<file path="config.mk">
export PLATFORM = sky130hd
export DESIGN_NAME = wb_block_stat_flat
export DESIGN_NICKNAME = d
export VERILOG_FILES = /design/src/rtl/wb_block_stat_if.sv /design/src/rtl/wb_block_stat.sv /design/src/flat_wrapper.sv
export SDC_FILE = /design/constraint.sdc
export NUM_CORES = 1
export LEC_CHECK = 0
export CORE_MARGIN = 2
export CORE_UTILIZATION = 40
export CTS_BUF_LIST = sky130_fd_sc_hd__clkbuf_16
export DETAILED_ROUTE_END_ITERATION = 12
export PLACE_DENSITY_LB_ADDON = 0.3
export SLEW_MARGIN = 20
export SYNTH_ARGS = -nofsm -noshare
export SYNTH_HDL_FRONTEND = slang
export SYNTH_SLANG_ARGS = --single-unit
</file>
<file path="constraint.sdc">
create_clock -name iODCK -period 21.5 [get_ports iODCK]
set_input_delay 4.3 -clock iODCK [delete_from_list [all_inputs] [get_ports iODCK]]
set_output_delay 4.3 -clock iODCK [all_outputs]
set_load 0.01 [all_outputs]
</file>
<file path="src/rtl/wb_block_stat_if.sv">
// Pixel stream bus for the block statistics engine: luminance plus the
// vertical/horizontal active windows, driven by the timing source.
interface wb_block_stat_if #(
    parameter int DATA_W = 8
);
    logic [DATA_W-1:0] iPixelData;
    logic              iV_Duty;
    logic              iH_Duty;

    modport master (output iPixelData, iV_Duty, iH_Duty);
    modport slave  (input  iPixelData, iV_Duty, iH_Duty);
endinterface

</file>
<file path="src/rtl/wb_block_stat.sv">
// Per-frame, per-zone white/black statistics: counts pixels above a latched
// threshold and tracks the peak per horizontal zone, publishing at frame end.
module wb_block_stat #(
    parameter int DATA_W  = 8,
    parameter int NUM_BLK = 8,
    parameter int BLK_W   = 240,
    parameter int CNT_W   = 20
) (
    input  logic                      iODCK,
    input  logic                      iRST,
    wb_block_stat_if.slave            pixBus,
    input  logic [DATA_W-1:0]         iSWthreshold,
    input  logic [CNT_W-1:0]          iMinCount,
    input  logic                      iMode,
    output logic [NUM_BLK-1:0]        oBlockFlag,
    output logic [NUM_BLK*CNT_W-1:0]  oBlockCount,
    output logic [NUM_BLK*DATA_W-1:0] oBlockMax,
    output logic                      oFrameValid
);
    localparam int BLK_IW = (NUM_BLK > 1) ? $clog2(NUM_BLK) : 1;
    localparam int PIX_W  = (BLK_W > 1) ? $clog2(BLK_W) : 1;

    logic              vPrev;
    logic              hPrev;
    logic [PIX_W-1:0]  pix;
    logic [BLK_IW-1:0] blk;
    logic [DATA_W-1:0] thrLat;
    logic [CNT_W-1:0]  minCountLat;
    logic              modeLat;
    logic [CNT_W-1:0]  cnt [NUM_BLK];
    logic [DATA_W-1:0] mx  [NUM_BLK];

    logic              active;
    logic              frameStart;
    logic              frameEnd;
    logic              lineEnd;
    logic [DATA_W-1:0] thrEff;

    always_comb begin
        active     = pixBus.iV_Duty & pixBus.iH_Duty;
        frameStart = pixBus.iV_Duty & ~vPrev;
        frameEnd   = ~pixBus.iV_Duty & vPrev;
        lineEnd    = ~pixBus.iH_Duty & hPrev;
        // a pixel on the frame-start edge must already see the new threshold
        thrEff     = frameStart ? iSWthreshold : thrLat;
    end

    always_ff @(posedge iODCK or posedge iRST) begin
        if (iRST) begin
            vPrev       <= 1'b0;
            hPrev       <= 1'b0;
            pix         <= '0;
            blk         <= '0;
            thrLat      <= '0;
            minCountLat <= '0;
            modeLat     <= 1'b0;
            oBlockFlag  <= '0;
            oBlockCount <= '0;
            oBlockMax   <= '0;
            oFrameValid <= 1'b0;
            for (int unsigned b = 0; b < NUM_BLK; b++) begin
                cnt[b] <= '0;
                mx[b]  <= '0;
            end
        end else begin
            vPrev       <= pixBus.iV_Duty;
            hPrev       <= pixBus.iH_Duty;
            oFrameValid <= 1'b0;

            if (frameStart) begin
                thrLat      <= iSWthreshold;
                minCountLat <= iMinCount;
                modeLat     <= iMode;
            end

            if (frameEnd) begin
                for (int unsigned b = 0; b < NUM_BLK; b++) begin
                    oBlockCount[b*CNT_W +: CNT_W]   <= cnt[b];
                    oBlockMax[b*DATA_W +: DATA_W]   <= mx[b];
                    oBlockFlag[b] <= modeLat ? (cnt[b] >= minCountLat) : (cnt[b] != '0);
                    cnt[b] <= '0;
                    mx[b]  <= '0;
                end
                oFrameValid <= 1'b1;
            end else if (active) begin
                if ((pixBus.iPixelData > thrEff) && (cnt[blk] != '1))
                    cnt[blk] <= cnt[blk] + CNT_W'(1);
                if (pixBus.iPixelData > mx[blk])
                    mx[blk] <= pixBus.iPixelData;
            end

            // overflow pixels past the last zone boundary stay in the last zone
            if (frameEnd || lineEnd) begin
                pix <= '0;
                blk <= '0;
            end else if (active) begin
                if (pix == PIX_W'(BLK_W - 1)) begin
                    pix <= '0;
                    if (blk != BLK_IW'(NUM_BLK - 1))
                        blk <= blk + BLK_IW'(1);
                end else begin
                    pix <= pix + PIX_W'(1);
                end
            end
        end
    end
endmodule

</file>
<file path="src/flat_wrapper.sv">
// flat-port wrapper written by rule: the top's interface ports become plain ports
module wb_block_stat_flat 
#(
    parameter int DATA_W  = 8,
    parameter int NUM_BLK = 8,
    parameter int BLK_W   = 240,
    parameter int CNT_W   = 20
)
  (iODCK, iRST, iSWthreshold, iMinCount, iMode, oBlockFlag, oBlockCount, oBlockMax, oFrameValid, pixBus_iPixelData, pixBus_iV_Duty, pixBus_iH_Duty);
  wb_block_stat_if #(.DATA_W(DATA_W)) pixBus_i ();
  input  logic iODCK;
  input  logic iRST;
  input  logic [DATA_W-1:0] iSWthreshold;
  input  logic [CNT_W-1:0] iMinCount;
  input  logic iMode;
  output logic [NUM_BLK-1:0] oBlockFlag;
  output logic [NUM_BLK*CNT_W-1:0] oBlockCount;
  output logic [NUM_BLK*DATA_W-1:0] oBlockMax;
  output logic oFrameValid;
  input wire logic [$bits(pixBus_i.iPixelData)-1:0] pixBus_iPixelData;
  input wire logic [$bits(pixBus_i.iV_Duty)-1:0] pixBus_iV_Duty;
  input wire logic [$bits(pixBus_i.iH_Duty)-1:0] pixBus_iH_Duty;
  assign pixBus_i.iPixelData = pixBus_iPixelData;
  assign pixBus_i.iV_Duty = pixBus_iV_Duty;
  assign pixBus_i.iH_Duty = pixBus_iH_Duty;
  wb_block_stat #(.DATA_W(DATA_W), .NUM_BLK(NUM_BLK), .BLK_W(BLK_W), .CNT_W(CNT_W)) u_core (.iODCK(iODCK), .iRST(iRST), .pixBus(pixBus_i), .iSWthreshold(iSWthreshold), .iMinCount(iMinCount), .iMode(iMode), .oBlockFlag(oBlockFlag), .oBlockCount(oBlockCount), .oBlockMax(oBlockMax), .oFrameValid(oFrameValid));
endmodule
</file>
# Yosys cells after proc, flatten, opt, wreduce, memory -nomap -nowiden
# Index checks and enable logic that the tools add are counted.
[classes] n_reduce_logical=20 n_bitwise=8 n_div=0 add_sub_neg=3 multipliers=0 muxes=35 magnitude_cmp=12 shifts=0 n_eq_ne=3
[op_table] cell="160-bit two-way mux" n=3
[op_table] cell="64-bit two-way mux" n=3
[op_table] cell="160-bit bitwise mux" n=1
[op_table] cell="20-bit >= comparator" n=8
[op_table] cell="20-bit nonzero test" n=8
[op_table] cell="64-bit bitwise mux" n=1
[op_table] cell="20-bit binary-select mux with 3-bit select" n=1
[op_table] cell="20-bit demux with 3-bit select" n=1
[op_table] cell="20-bit two-way mux" n=3
[op_table] cell="8-bit two-way mux" n=7
[op_table] cell="8-bit binary-select mux with 3-bit select" n=1
[op_table] cell="8-bit demux with 3-bit select" n=1
[op_table] cell="20-bit by 1-bit adder with 20-bit output, second input constant" n=1
[op_table] cell="20-bit inequality test, second input constant" n=1
[op_table] cell="8-bit greater-than comparator" n=2
[op_table] cell="3-bit two-way mux" n=4
[op_table] cell="2-bit nonzero test" n=6
[op_table] cell="1-bit two-way mux" n=9
[op_table] cell="8-bit by 1-bit adder with 8-bit output, second input constant" n=1
[op_table] cell="8-bit == test, second input constant" n=1
[op_table] cell="1-bit AND" n=4
[op_table] cell="4-bit >= comparator, second input constant" n=1
[op_table] cell="4-bit by 1-bit < comparator with 1-bit output, second input constant" n=1
[op_table] cell="3-bit NOT with 4-bit output" n=1
[op_table] cell="7 further kinds" n=11
[word_totals] latch_bits=0 ram_bits=0 memories=0 elab_cells=108 out_inout_bits=233 ff_bits=499 romBits=0 input_bits=41

# Longest topological paths before layout
[logic_depth] ltp_word=9 depth_mapped=18 ltp_nobuf=14

# Worst setup path after synthesis
# Ideal clock, no wire load.
[synth_timing] path_kind="input -> register" from="input port pixBus_iV_Duty" to="register u_core.cnt[156] (netlist name)" cell_stages=14 arrival_time_ns=7.123 slack_ns=14.257 n_path_buf=3 t_required_ns=21.380 setup_time_ns=0.120 path_cell_list="nor2b_1 > buf_1 > mux2_2 > ha_1 > nor2b_1 > o21a_1 > o21a_1 > o21bai_1 > a21oi_1 > clkbuf_1 > nand3_2 > buf_4 > and3_1 > a31o_1"
[synth_via] elab_chain_cells=6 word_cells_on_any_way=11 cone_classes="order compare (1); mux (2); bitwise (4); reduce/logical (4)"
[synth_lines] element="from (decl)" line="flat_wrapper.sv:21" text="input wire logic [$bits(pixBus_i.iV_Duty)-1:0] pixBus_iV_Duty;"
[synth_lines] element="1-bit AND" line="wb_block_stat.sv:41" text="frameStart = pixBus.iV_Duty & ~vPrev;"
[synth_lines] element="8-bit two-way mux" line="wb_block_stat.sv:45" text="thrEff = frameStart ? iSWthreshold : thrLat;"
[synth_lines] element="named net u_core.thrEff[0]" line="wb_block_stat.sv:37" text="logic [DATA_W-1:0] thrEff;"
[synth_lines] element="8-bit greater-than comparator" line="wb_block_stat.sv:86" text="if ((pixBus.iPixelData > thrEff) && (cnt[blk] != '1))"
[synth_lines] element="1-bit logical AND" line="wb_block_stat.sv:86"
[synth_lines] element="2-bit nonzero test (no line)"
[synth_lines] element="2-bit AND reduction (no line)"
[synth_lines] element="to (signal, indexed assignment)" line="wb_block_stat.sv:87" text="cnt[blk] <= cnt[blk] + CNT_W'(1);"
[synth_lines] element="to (decl)" line="wb_block_stat.sv:30" text="logic [CNT_W-1:0] cnt [NUM_BLK];"
# The timed path passes the listed nets, and every way through them passes these cells.
# A chain may end at the register's enable or synchronous reset.

# Worst setup path after layout
[layout_timing] from="input port pixBus_iV_Duty" to="register u_core.oBlockCount[66]"
[layout_via] elab_chain_cells=2
[layout_lines] element="1-bit NOT" line="wb_block_stat.sv:42" text="frameEnd = ~pixBus.iV_Duty & vPrev;"
[layout_lines] element="1-bit AND" line="wb_block_stat.sv:42"
[layout_lines] element="to (signal, indexed assignment)" line="wb_block_stat.sv:78" text="oBlockCount[b*CNT_W +: CNT_W] <= cnt[b];"
[layout_lines] element="to (decl)" line="wb_block_stat.sv:16" text="output logic [NUM_BLK*CNT_W-1:0] oBlockCount,"
# No other way between the ends.

==> key figures <==
Place
  – Port Buffers: 273
  – GPL Wtd Cong: 0.919
  – Placed cell area: 0.0288 mm²
  – DP HPWL: 60.2 mm

Logic synthesis
  – Top cell type's share of synthesized area: 48.6%
  – Number of synthesized flops with an enable pin: 0
  – Cells after Synth: 2,641
  – Netlist cell types: 94
  – Top post-synthesis cells by area: dfrtp_1 (49%), nand2_1 (10%), ha_1 (8.8%)
  – Synth area leader: dfrtp_1
  – Syn_nets: 2,862
  – Ys flop type: dfrtp_1
  – Post-Syn Area: 0.0257 mm²
  – Asr flop ratio synth: 100%
  – FF+latch count, synth: 499
  – Seq/Total Area, Yosys: 48.6%
  – Syn Area/Cell: 9.73 µm²
  – Syn. warnings: 0

Route
  – Detailed-route via count: 21,050
  – Average routed wire per standard cell: 22.5 µm
  – Final WL: 83.9 mm
  – Iter 0 DRT Violations: 1,779
  – Routed Antenna Nets: 0
  – DR DRC count: 0
  – DRT Pass-1 Iters: 7
  – Routed vias/inst: 5.65

Finish
  – Filler instances: 5,818
  – Layout cells sized above 1: 6.63%
  – Number of diodes: 0
  – Register Area: 0.0125 mm²
  – Final nets: 3,054
  – Area growth from synthesis to layout: 19.2%
  – Finished Cell Area: 0.0306 mm²
  – Area occupied by multi-input gates: 0.0122 mm²

Pwr
  – Pleak: 14.7 nW
  – Power Density: 72.0 mW/mm²
  – VDD IR max: 63.3 µV
  – Final Power: 2.20 mW

Worst setup path
  – Critical Path End: u_core.oBlockCount[66]
  – Worst R2R Start: u_core.blk[0]
  – Register-to-register setup slack: 15.86 ns
  – Crit Path Category: in -> reg
  – Depth of the most critical reg-to-reg path: 14
  – Worst Path Required: 22.05 ns
  – Worst endpoint data arrival time: 8.37 ns
  – CP max FO: 99
  – Reg2reg end: u_core.mx[41]
  – Startpoint types: input port
  – Crit path capture type: flip-flop
  – Critical path origin: pixBus_iV_Duty

Clock tree
  – CTS clk-pin slew, worst paths: 0.06 ns
  – Root Driver: clkbuf_16
  – Setup Buffers After CTS: 0
  – Inserted Clock Buffers: 55
  – Worst skew pair latency: 0.62 ns
  – CTS tree: built
  – Post-CTS sizing: 0
  – Clock Sinks: 499
  – # H-tree levels: 2
  – CTS Hold Bufs: 0
  – Max clock buf depth: 3

Die
  – Die H: 257 µm
  – Initial core utilization: 40.6%
  – Die ar.: 0.0663 mm²
  – Core Region: 0.0633 mm²
  – Rows: 92
  – Die Width: 257 µm
  – # IOs: 274

STA
  – Fin crit period: 7.82 ns
  – Actual slew at the worst max-slew pin: 1.16 ns
  – Sum Neg Setup Slack: 0 ns
  – Count of final setup violators: 0
  – Slew headroom: 21.9%
  – Fmax: 0.128 GHz
  – Number of max-slew violations in the final report: 0
  – Setup repair after global routing missed its margin: false
  – Crit share post-route: 36.4%
  – Clock Skew: 0.0323 ns
  – Fin. Hold Viols: 0

GRT
  – Gr usage total: 24.9%
  – First-pass GRT wire length: 128 mm
  – Largest net degree at the start of global routing: 200
  – Vias in the first global route: 20,971
  – Initial antenna violation count: 2
  – GRT overflow: 0

Flow run
  – MaxCap Viol Count: 0

Min path
  – HP Class: reg -> reg

Status
  – Status: finished clean
## worst max-delay path, cell delays in order
cell and delay, ns:
clkdlybuf4s50_1 0.54, nand2b_4 0.60, buf_4 0.77, buf_4 0.82
buf_4 0.85, nand2_1 0.16, nand2_1 0.12
## through the flow
| stage | hold slack [ns] | setup slack [ns] | instances | utilization [%] |
|---|---|---|---|---|
| after floorplan | 0.452 | 3.27 | 2641 | - |
| after global placement | 0.458 | 12.85 | 3620 | 45.4 |
| after detailed placement | 0.462 | 12.83 | 3620 | 45.4 |
| after CTS | 0.477 | 13.47 | 3723 | 48.3 |
| after global routing | 0.489 | 13.37 | 3725 | 48.4 |
| final | 0.473 | 13.68 | 3725 | 48.4 |
## area by class of cell
class                   instances  share of cell area [%]
well taps                     846                    3.46
clock buffers                  55                    4.50
repair buffers                290                    9.50
flip-flops and latches        499                    40.8
clock inverters                48                    1.35
multi-input cells            1938                    39.7
inverters                      49                   0.666
## layer usage
layer  wire length (µm)  vias to the layer above  part of all wire, %  global-route usage (%)
li1                   -                     9575                    -                       -
met1              34100                    10403                   41                    31.5
met2              40700                      842                   48                    42.3
met3               5230                      226                  6.2                    4.03
met4               3860                        4                  4.6                    10.8
met5                 29                        -                0.035                       0
## layout by cell type, fill, tap and decap left out, types with 11 or more instances in the layout
cell	Yosys	layout
clkbuf_16	0	55
nor2_1	95	95
or4_1	12	12
nand3_1	161	161
nor4_1	32	32
mux2_2	11	11
o21ai_1	36	36
nand2_1	713	713
clkdlybuf4s50_1	0	273
clkinv_2	0	17
buf_4	8	13
a22o_1	11	11
a221oi_1	15	15
o21ai_0	176	176
nor3_1	15	15
nand2b_1	29	28
ha_1	180	180
a21o_1	45	45
nand4_1	28	28
and3_1	17	17
nor2b_1	22	21
mux4_2	14	14
dfrtp_1	499	497
inv_1	48	54
a22oi_1	17	17
mux2i_1	90	90
a21oi_1	51	50
## cell usage after synthesis (8+ instances only)
library cell / n
nand2_1: 713
dfrtp_1: 499
ha_1: 180
o21ai_0: 176
nand3_1: 161
nor2_1: 95
mux2i_1: 90
clkbuf_1: 87
a21oi_1: 51
inv_1: 48
a21o_1: 45
o21ai_1: 36
nor4_1: 32
nand2b_1: 29
nand4_1: 28
nor2b_1: 22
buf_6: 21
buf_1: 18
a22oi_1: 17
and3_1: 17
a221oi_1: 15
nor3_1: 15
buf_2: 14
mux4_2: 14
or4_1: 12
a22o_1: 11
mux2_2: 11
a31o_1: 10
xor2_1: 10
o21a_1: 9
a2111oi_0: 8
buf_4: 8
nand3_2: 8
nor3_2: 8
## worst min path at each step
stage / startpoint / endpoint / slack (ns) / cells after the start
finish: u_core.oBlockCount[149] / u_core.oBlockCount[149] / 0.47 / 2
global route: u_core.oBlockMax[16] / u_core.oBlockMax[16] / 0.49 / 2
CTS: u_core.oBlockMax[9] / u_core.oBlockMax[9] / 0.48 / 2
detailed placement: u_core.oBlockCount[153] / u_core.oBlockCount[153] / 0.46 / 2
global placement: u_core.oBlockCount[150] / u_core.oBlockCount[150] / 0.46 / 2
floorplan: u_core.thrLat[1] / u_core.thrLat[1] / 0.45 / 2
## where the power goes
group	switching (mW)	leakage [nW]	total, mW	internal [mW]
logic	0.173	6.94	0.268	0.0949
registers	0.0282	6.88	0.992	0.964
clock network	0.406	0.903	0.945	0.539
## sequential cells by signal (all words and copies together) (netlist names)
register            cells
u_core.minCountLat     20
u_core.oBlockFlag       8
u_core.hPrev            1
u_core.oBlockCount    160
u_core.vPrev            1
u_core.oFrameValid      1
u_core.cnt            160
u_core.pix              8
u_core.mx              64
u_core.blk              3
u_core.modeLat          1
u_core.oBlockMax       64
u_core.thrLat           8
## cells by family (layout without fill, tap and decap cells)
family,count (synthesis),after routing,share of synthesized area [%]
AOI/OAI and AO/OA,443,443,11.0
xor gates and xnor gates,18,18,0.701
adders and majority gates,180,180,8.77
buffers and inverters,204,442,4.11
DFF,499,499,48.6
muxes,128,128,6.22
and+or+nand+nor,1169,1169,20.6
Power figures use the tool's default switching activity.
